[config.mk]
export PLATFORM = sky130hd
export DESIGN_NAME = divider
export DESIGN_NICKNAME = d
export VERILOG_FILES = /design/src/rtl/divider.sv
export SDC_FILE = /design/constraint.sdc
export NUM_CORES = 1
export LEC_CHECK = 0
export BUFFER_PORTS_ARGS = -buffer_cell sky130_fd_sc_hd__buf_4
export CAP_MARGIN = 40
export CORE_MARGIN = 2
export CORE_UTILIZATION = 55
export DETAILED_ROUTE_END_ITERATION = 6
export PLACE_DENSITY_LB_ADDON = 0.15
export SLEW_MARGIN = 0
export SYNTH_ARGS = -nofsm -noshare
export SYNTH_HDL_FRONTEND = slang
export SYNTH_SLANG_ARGS = --single-unit
[constraint.sdc]
create_clock -name clk -period 6.3 [get_ports clk]
set_clock_uncertainty 0.1 [all_clocks]
set_input_delay 1.26 -clock clk [delete_from_list [all_inputs] [get_ports clk]]
set_output_delay 1.26 -clock clk [all_outputs]
set_load 0.1 [all_outputs]
[src/rtl/divider.sv]
// -----------------------------------------------------------------------------
// divider
//   Iterative restoring divider: one quotient bit per clock, WIDTH+1 cycles
//   from the first sampled valid to ready. Results follow RISC-V DIV[U]/REM[U]
//   rules, including divide-by-zero (quo = all ones, rem = a) and signed
//   overflow (most-negative / -1 gives quo = a, rem = 0).
//
//   Optional feature macro: DIVIDER_SIGNED_EN
//     defined     : sign = 1 selects signed two's-complement division
//     not defined : sign is ignored, every operation is unsigned
//
// Ports
//   clk    in   clock, rising edge
//   rst_n  in   synchronous active-low reset
//   a      in   dividend  [WIDTH-1:0]
//   b      in   divisor   [WIDTH-1:0]
//   sign   in   1 = signed division (signed build only)
//   valid  in   request, held high until the result has been consumed
//   ready  out  quo/rem hold a valid result
//   quo    out  quotient  [WIDTH-1:0]
//   rem    out  remainder [WIDTH-1:0]
// -----------------------------------------------------------------------------
module divider #(
    parameter int WIDTH = 32
) (
    input  logic             clk,
    input  logic             rst_n,
    input  logic [WIDTH-1:0] a,
    input  logic [WIDTH-1:0] b,
    input  logic             sign,
    input  logic             valid,
    output logic             ready,
    output logic [WIDTH-1:0] quo,
    output logic [WIDTH-1:0] rem
);

    typedef enum logic [1:0] {
        S_IDLE,
        S_RUN,
        S_DONE
    } state_t;

    localparam int             CW   = $clog2(WIDTH + 1);
    localparam logic [CW-1:0]  LAST = CW'(WIDTH - 1);

    state_t           r_state;
    logic [CW-1:0]    r_cnt;
    logic [WIDTH-1:0] r_prem;     // partial remainder
    logic [WIDTH-1:0] r_shift;    // dividend bits out at the top, quotient bits in at the bottom
    logic [WIDTH-1:0] r_bmag;
    logic             r_quo_neg;
    logic             r_rem_neg;
    logic             r_ready;
    logic [WIDTH-1:0] r_quo;
    logic [WIDTH-1:0] r_rem;

    // Operand conditioning at load time
    logic [WIDTH-1:0] w_amag;
    logic [WIDTH-1:0] w_bmag;
    logic             w_quo_neg;
    logic             w_rem_neg;

`ifdef DIVIDER_SIGNED_EN
    logic w_a_neg;
    logic w_b_neg;

    // NOTE: every signal written in always_comb gets a value on every path
    // (defaults first), otherwise synthesis infers a latch.
    always_comb begin
        w_a_neg   = sign & a[WIDTH-1];
        w_b_neg   = sign & b[WIDTH-1];
        w_amag    = w_a_neg ? -a : a;
        w_bmag    = w_b_neg ? -b : b;
        // Divide-by-zero keeps the raw all-ones quotient; the remainder still
        // gets the dividend's sign so that rem = -|a| = a.
        w_quo_neg = (w_a_neg ^ w_b_neg) & (|b);
        w_rem_neg = w_a_neg;
    end
`else
    logic w_sign_unused;

    // sign has no effect in the unsigned build; it stays on the port list so
    // instantiations are identical in both builds.
    assign w_sign_unused = sign & 1'b0;

    always_comb begin
        w_amag    = a;
        w_bmag    = b;
        w_quo_neg = w_sign_unused;
        w_rem_neg = w_sign_unused;
    end
`endif

    // One restoring step: shift the next dividend bit into the partial
    // remainder and try to subtract the divisor magnitude.
    logic [WIDTH:0]   w_shifted;
    logic [WIDTH:0]   w_trial;
    logic             w_ge;
    logic [WIDTH-1:0] w_next_prem;

    always_comb begin
        w_shifted   = {r_prem, r_shift[WIDTH-1]};
        w_trial     = w_shifted - {1'b0, r_bmag};
        w_ge        = (w_shifted >= {1'b0, r_bmag});
        // The kept value is always below |b| (or equals the dividend prefix
        // when b = 0), so it fits back into WIDTH bits.
        w_next_prem = w_ge ? w_trial[WIDTH-1:0] : w_shifted[WIDTH-1:0];
    end

    // NOTE: sequential state uses non-blocking assignments so every register
    // samples the values from before the edge, independent of statement order.
    always_ff @(posedge clk) begin
        // A low valid aborts anything in flight exactly like reset does.
        if (!rst_n || !valid) begin
            r_state <= S_IDLE;
            r_ready <= 1'b0;
            r_quo   <= '0;
            r_rem   <= '0;
            r_cnt   <= '0;
        end else begin
            case (r_state)
                S_IDLE: begin
                    r_prem    <= '0;
                    r_shift   <= w_amag;
                    r_bmag    <= w_bmag;
                    r_quo_neg <= w_quo_neg;
                    r_rem_neg <= w_rem_neg;
                    r_cnt     <= '0;
                    r_state   <= S_RUN;
                end
                S_RUN: begin
                    r_prem  <= w_next_prem;
                    r_shift <= {r_shift[WIDTH-2:0], w_ge};
                    r_cnt   <= r_cnt + CW'(1);
                    if (r_cnt == LAST) begin
                        r_state <= S_DONE;
                    end
                end
                S_DONE: begin
                    // First DONE edge applies sign correction and publishes;
                    // afterwards the outputs simply hold while valid stays high.
                    if (!r_ready) begin
                        r_quo   <= r_quo_neg ? -r_shift : r_shift;
                        r_rem   <= r_rem_neg ? -r_prem  : r_prem;
                        r_ready <= 1'b1;
                    end
                end
                default: begin
                    r_state <= S_IDLE;
                end
            endcase
        end
    end

    assign ready = r_ready;
    assign quo   = r_quo;
    assign rem   = r_rem;

endmodule

==> load_flow_metrics.sql <==
INSERT INTO impl_metrics (metric_group, metric, value, unit) VALUES
('yosys', 'netlist_top_cells_count', 'sky130_fd_sc_hd__nand2_1 (261), sky130_fd_sc_hd__a21oi_1 (103), sky130_fd_sc_hd__edfxtp_1 (96), sky130_fd_sc_hd__dfxtp_1 (73), sky130_fd_sc_hd__nor2_1 (65)', ''),
('yosys', 'async_flop_share', '0', '%'),
('setup_path', 'cp_cell_sequence', 'ha_1 > nand4_1 > or3_1 > o41a_1 > o21a_1 > o31ai_4 > buf_4 > mux2i_1 > nor2_1', ''),
('place', 'buffer_ports.inserted', '131', ''),
('die', 'design.die.area', '16300', 'sq um'),
('die', 'initial_util', '55.7', '%'),
('sta', 'finalWorstPathRequiredPeriod', '3.33', 'ns'),
('setup_path', 'rr_worst_depth', '9', ''),
('place', 'placed_cells_incl_taps', '1199', ''),
('die', 'top_level_ports', '133', ''),
('setup_path', 'cp_data_required_time', '6.38', 'ns'),
('worst_hold_path', 'worstHoldPathType', 'reg -> reg', ''),
('global_routing', 'initial_antenna_violation_count', '0', ''),
('setup_path', 'number_of_gates_on_the_worst_path_with_buffers_counted', '9', ''),
('setup_path', 'crit_path_max_incr_delay', '0.47', 'ns'),
('yosys', 'yosysWarnings', '0', ''),
('route', 'route.detailed.wl_per_inst', '15.1', 'um'),
('clock_tree', 'cts_num_sinks', '169', ''),
('setup_path', 'worst_path_max_delay_cell', 'sky130_fd_sc_hd__ha_1', ''),
('yosys', 'portion_of_the_post_synthesis_area_used_by_sequential_elements', '51.7', '%'),
('setup_path', 'endpoint_kind', 'flop', ''),
('sta', 'final.period_utilization', '52.8', '%'),
('global_routing', 'first_pass_grt_wire_length', '30300', 'um'),
('clock_tree', 'clkLatencyLatePin', '0.44', 'ns'),
('cells_and_area', 'final_util', '66.6', '%'),
('global_routing', 'globalRouteTotalUtil', '23.4', '%'),
('yosys', 'synth.net_count', '1024', ''),
('yosys', 'synth_area', '8410', 'sq um'),
('place', 'postPlaceCellArea', '9470', 'sq um'),
('cells_and_area', 'final.fill_count', '1262', ''),
('yosys', 'synth_largest_type_area_fraction', '34.3', '%'),
('die', 'die_height', '128', 'um'),
('route', 'post-route-drc-count', '0', ''),
('clock_tree', 'post-cts-setup-buffers', '0', ''),
('global_routing', 'first_global_vias', '6094', ''),
('sta', 'final_max_slew_viol_count', '0', ''),
('cells_and_area', 'layoutNonFillerInstCount', '1231', ''),
('sta', 'grt_setup_unrepaired', 'no', ''),
('clock_tree', 'cts_buffers', '17', ''),
('cells_and_area', 'final_instance_area', '10000', 'sq um'),
('yosys', 'synth_area_leader_cell', 'sky130_fd_sc_hd__edfxtp_1', ''),
('setup_path', 'worstPathMaxFanout', '21', ''),
('run', 'max_cap_viols', '0', ''),
('die', 'number_of_core_rows', '45', ''),
('route', 'route.detailed.vias_per_inst', '5.48', ''),
('sta', 'setup_total_neg_slack', '0', 'ns'),
('cells_and_area', 'final_nets', '1132', ''),
('sta', 'fin_hold_ws', '0.352', 'ns'),
('route', 'dr_total_vias', '6752', ''),
('setup_path', 'cp_top_family', 'compound AO/OA/AOI/OAI gates', ''),
('setup_path', 'worstSetupStartpointType', 'flop', ''),
('die', 'floorplan.die.width', '128', 'um'),
('cells_and_area', 'drive_above_1_share', '17.9', '%'),
('clock_tree', 'clk_transition_reported_paths', '0.07', 'ns'),
('power', 'power.density_cell_area', '252', 'nW/um^2'),
('sta', 'maxSlewHeadroom', '43.9', '%'),
('place', 'globalplace.congestion', '0.874', ''),
('global_routing', 'grt_overflow_total', '0', ''),
('die', 'placeableCoreArea', '15100', 'sq um'),
('clock_tree', 'cts_tree', 'built', ''),
('clock_tree', 'post_cts.resized_instances', '0', ''),
('yosys', 'synthMostInstantiatedCell', 'sky130_fd_sc_hd__nand2_1', ''),
('yosys', 'number_of_flops_mapped_to_enable_cells_by_yosys', '96', ''),
('sta', 'count_of_final_hold_check_violations', '0', ''),
('setup_path', 'timing.critical_path.arrival', '3.41', 'ns'),
('clock_tree', 'clock-root-buffer', 'sky130_fd_sc_hd__clkbuf_16', ''),
('run_status', 'status', 'complete, no violations', ''),
('clock_tree', 'ctsLongestPathBuffers', '2', ''),
('yosys', 'netlist_instances', '922', ''),
('setup_path', 'critPathCapture', 'r_prem[5]', ''),
('route', 'ant_nets', '0', '');
## sequential cells by signal, indices dropped and copies added, names as in the netlist
register and count:
quo 32, r_cnt 6, r_prem 32, r_shift 32, r_state 2, r_bmag 32, ready 1, rem 32
## metal layers
metal	up-vias	wire length (um)	global-route usage [%]	part of all wire (%)
li1	3385	-	-	-
met1	3163	8880	34.0	48
met2	186	8490	34.9	46
met3	18	1090	6.32	5.9
met4	0	160	6.40	0.86
met5	-	0	0	0
## area by class of cell
class / count / area (sq um) / area share, %
sequential: 169 / 4340 / 43.3
timing repair buffer: 140 / 1050 / 10.5
clock inverter: 7 / 52.6 / 0.523
clock buffer: 25 / 518 / 5.16
multi-input combinational: 661 / 3690 / 36.7
tap: 188 / 235 / 2.34
inverter: 41 / 154 / 1.53
## worst register-to-register path, cell delays in order, from the launching register on
cell and delay (ns):
sky130_fd_sc_hd__edfxtp_1 0.42, sky130_fd_sc_hd__ha_1 0.47, sky130_fd_sc_hd__nand4_1 0.16, sky130_fd_sc_hd__or3_1 0.44, sky130_fd_sc_hd__o41a_1 0.43, sky130_fd_sc_hd__o21a_1 0.22, sky130_fd_sc_hd__o31ai_4 0.07, sky130_fd_sc_hd__buf_4 0.34
sky130_fd_sc_hd__mux2i_1 0.34, sky130_fd_sc_hd__nor2_1 0.08
## cells in the final DEF (no fill, tap or decap), types with 3 or more instances in the layout
cell and instances:
sky130_fd_sc_hd__nand2_1 260, sky130_fd_sc_hd__buf_4 140, sky130_fd_sc_hd__a21oi_1 103, sky130_fd_sc_hd__edfxtp_1 96
sky130_fd_sc_hd__dfxtp_1 73, sky130_fd_sc_hd__nor2_1 63, sky130_fd_sc_hd__inv_1 41, sky130_fd_sc_hd__ha_1 33
sky130_fd_sc_hd__o21ai_0 25, sky130_fd_sc_hd__mux2i_1 19, sky130_fd_sc_hd__clkbuf_16 19, sky130_fd_sc_hd__xnor2_1 18
sky130_fd_sc_hd__nor3_1 14, sky130_fd_sc_hd__a21o_1 13, sky130_fd_sc_hd__nand3_1 9, sky130_fd_sc_hd__nand4_1 9
sky130_fd_sc_hd__xor2_1 8, sky130_fd_sc_hd__a211oi_1 6, sky130_fd_sc_hd__nor2b_1 5, sky130_fd_sc_hd__o21a_1 5
sky130_fd_sc_hd__o22ai_1 5, sky130_fd_sc_hd__a211oi_2 5, sky130_fd_sc_hd__o21bai_1 4, sky130_fd_sc_hd__nand2b_1 4
sky130_fd_sc_hd__clkbuf_1 4, sky130_fd_sc_hd__nor3b_1 3, sky130_fd_sc_hd__a21boi_0 3, sky130_fd_sc_hd__a31oi_1 3
sky130_fd_sc_hd__o211ai_1 3
## cell families (layout without fill, tap and decap cells)
group	after synthesis	count (layout)	share of synthesized area, %
AOI/OAI and AO/OA	197	197	14.5
DFF	169	169	51.7
buffers and inverters	92	213	4.90
muxes	19	19	2.26
and+or+nand+nor	385	385	18.8
adders and majority gates	34	34	5.15
xor gates and xnor gates	26	26	2.71
## power by group
group / switching, mW / internal (mW) / total (mW) / leakage, nW
sequential: 0.0177 / 1.20 / 1.22 / 1.50
clock: 0.435 / 0.577 / 1.01 / 0.283
combinational: 0.171 / 0.123 / 0.294 / 2.34
## how the worst min path moves through the flow
stage	start	endpoint	slack [ns]	cells after the start
floorplan	r_cnt[2]	r_cnt[2]	0.37	2
global placement	quo[31]	quo[31]	0.34	2
detailed placement	rem[18]	rem[18]	0.35	2
CTS	rem[18]	rem[18]	0.36	2
global route	quo[6]	quo[6]	0.37	2
finish	rem[18]	rem[18]	0.35	2
Note: power is estimated with default switching activity, not from simulation.
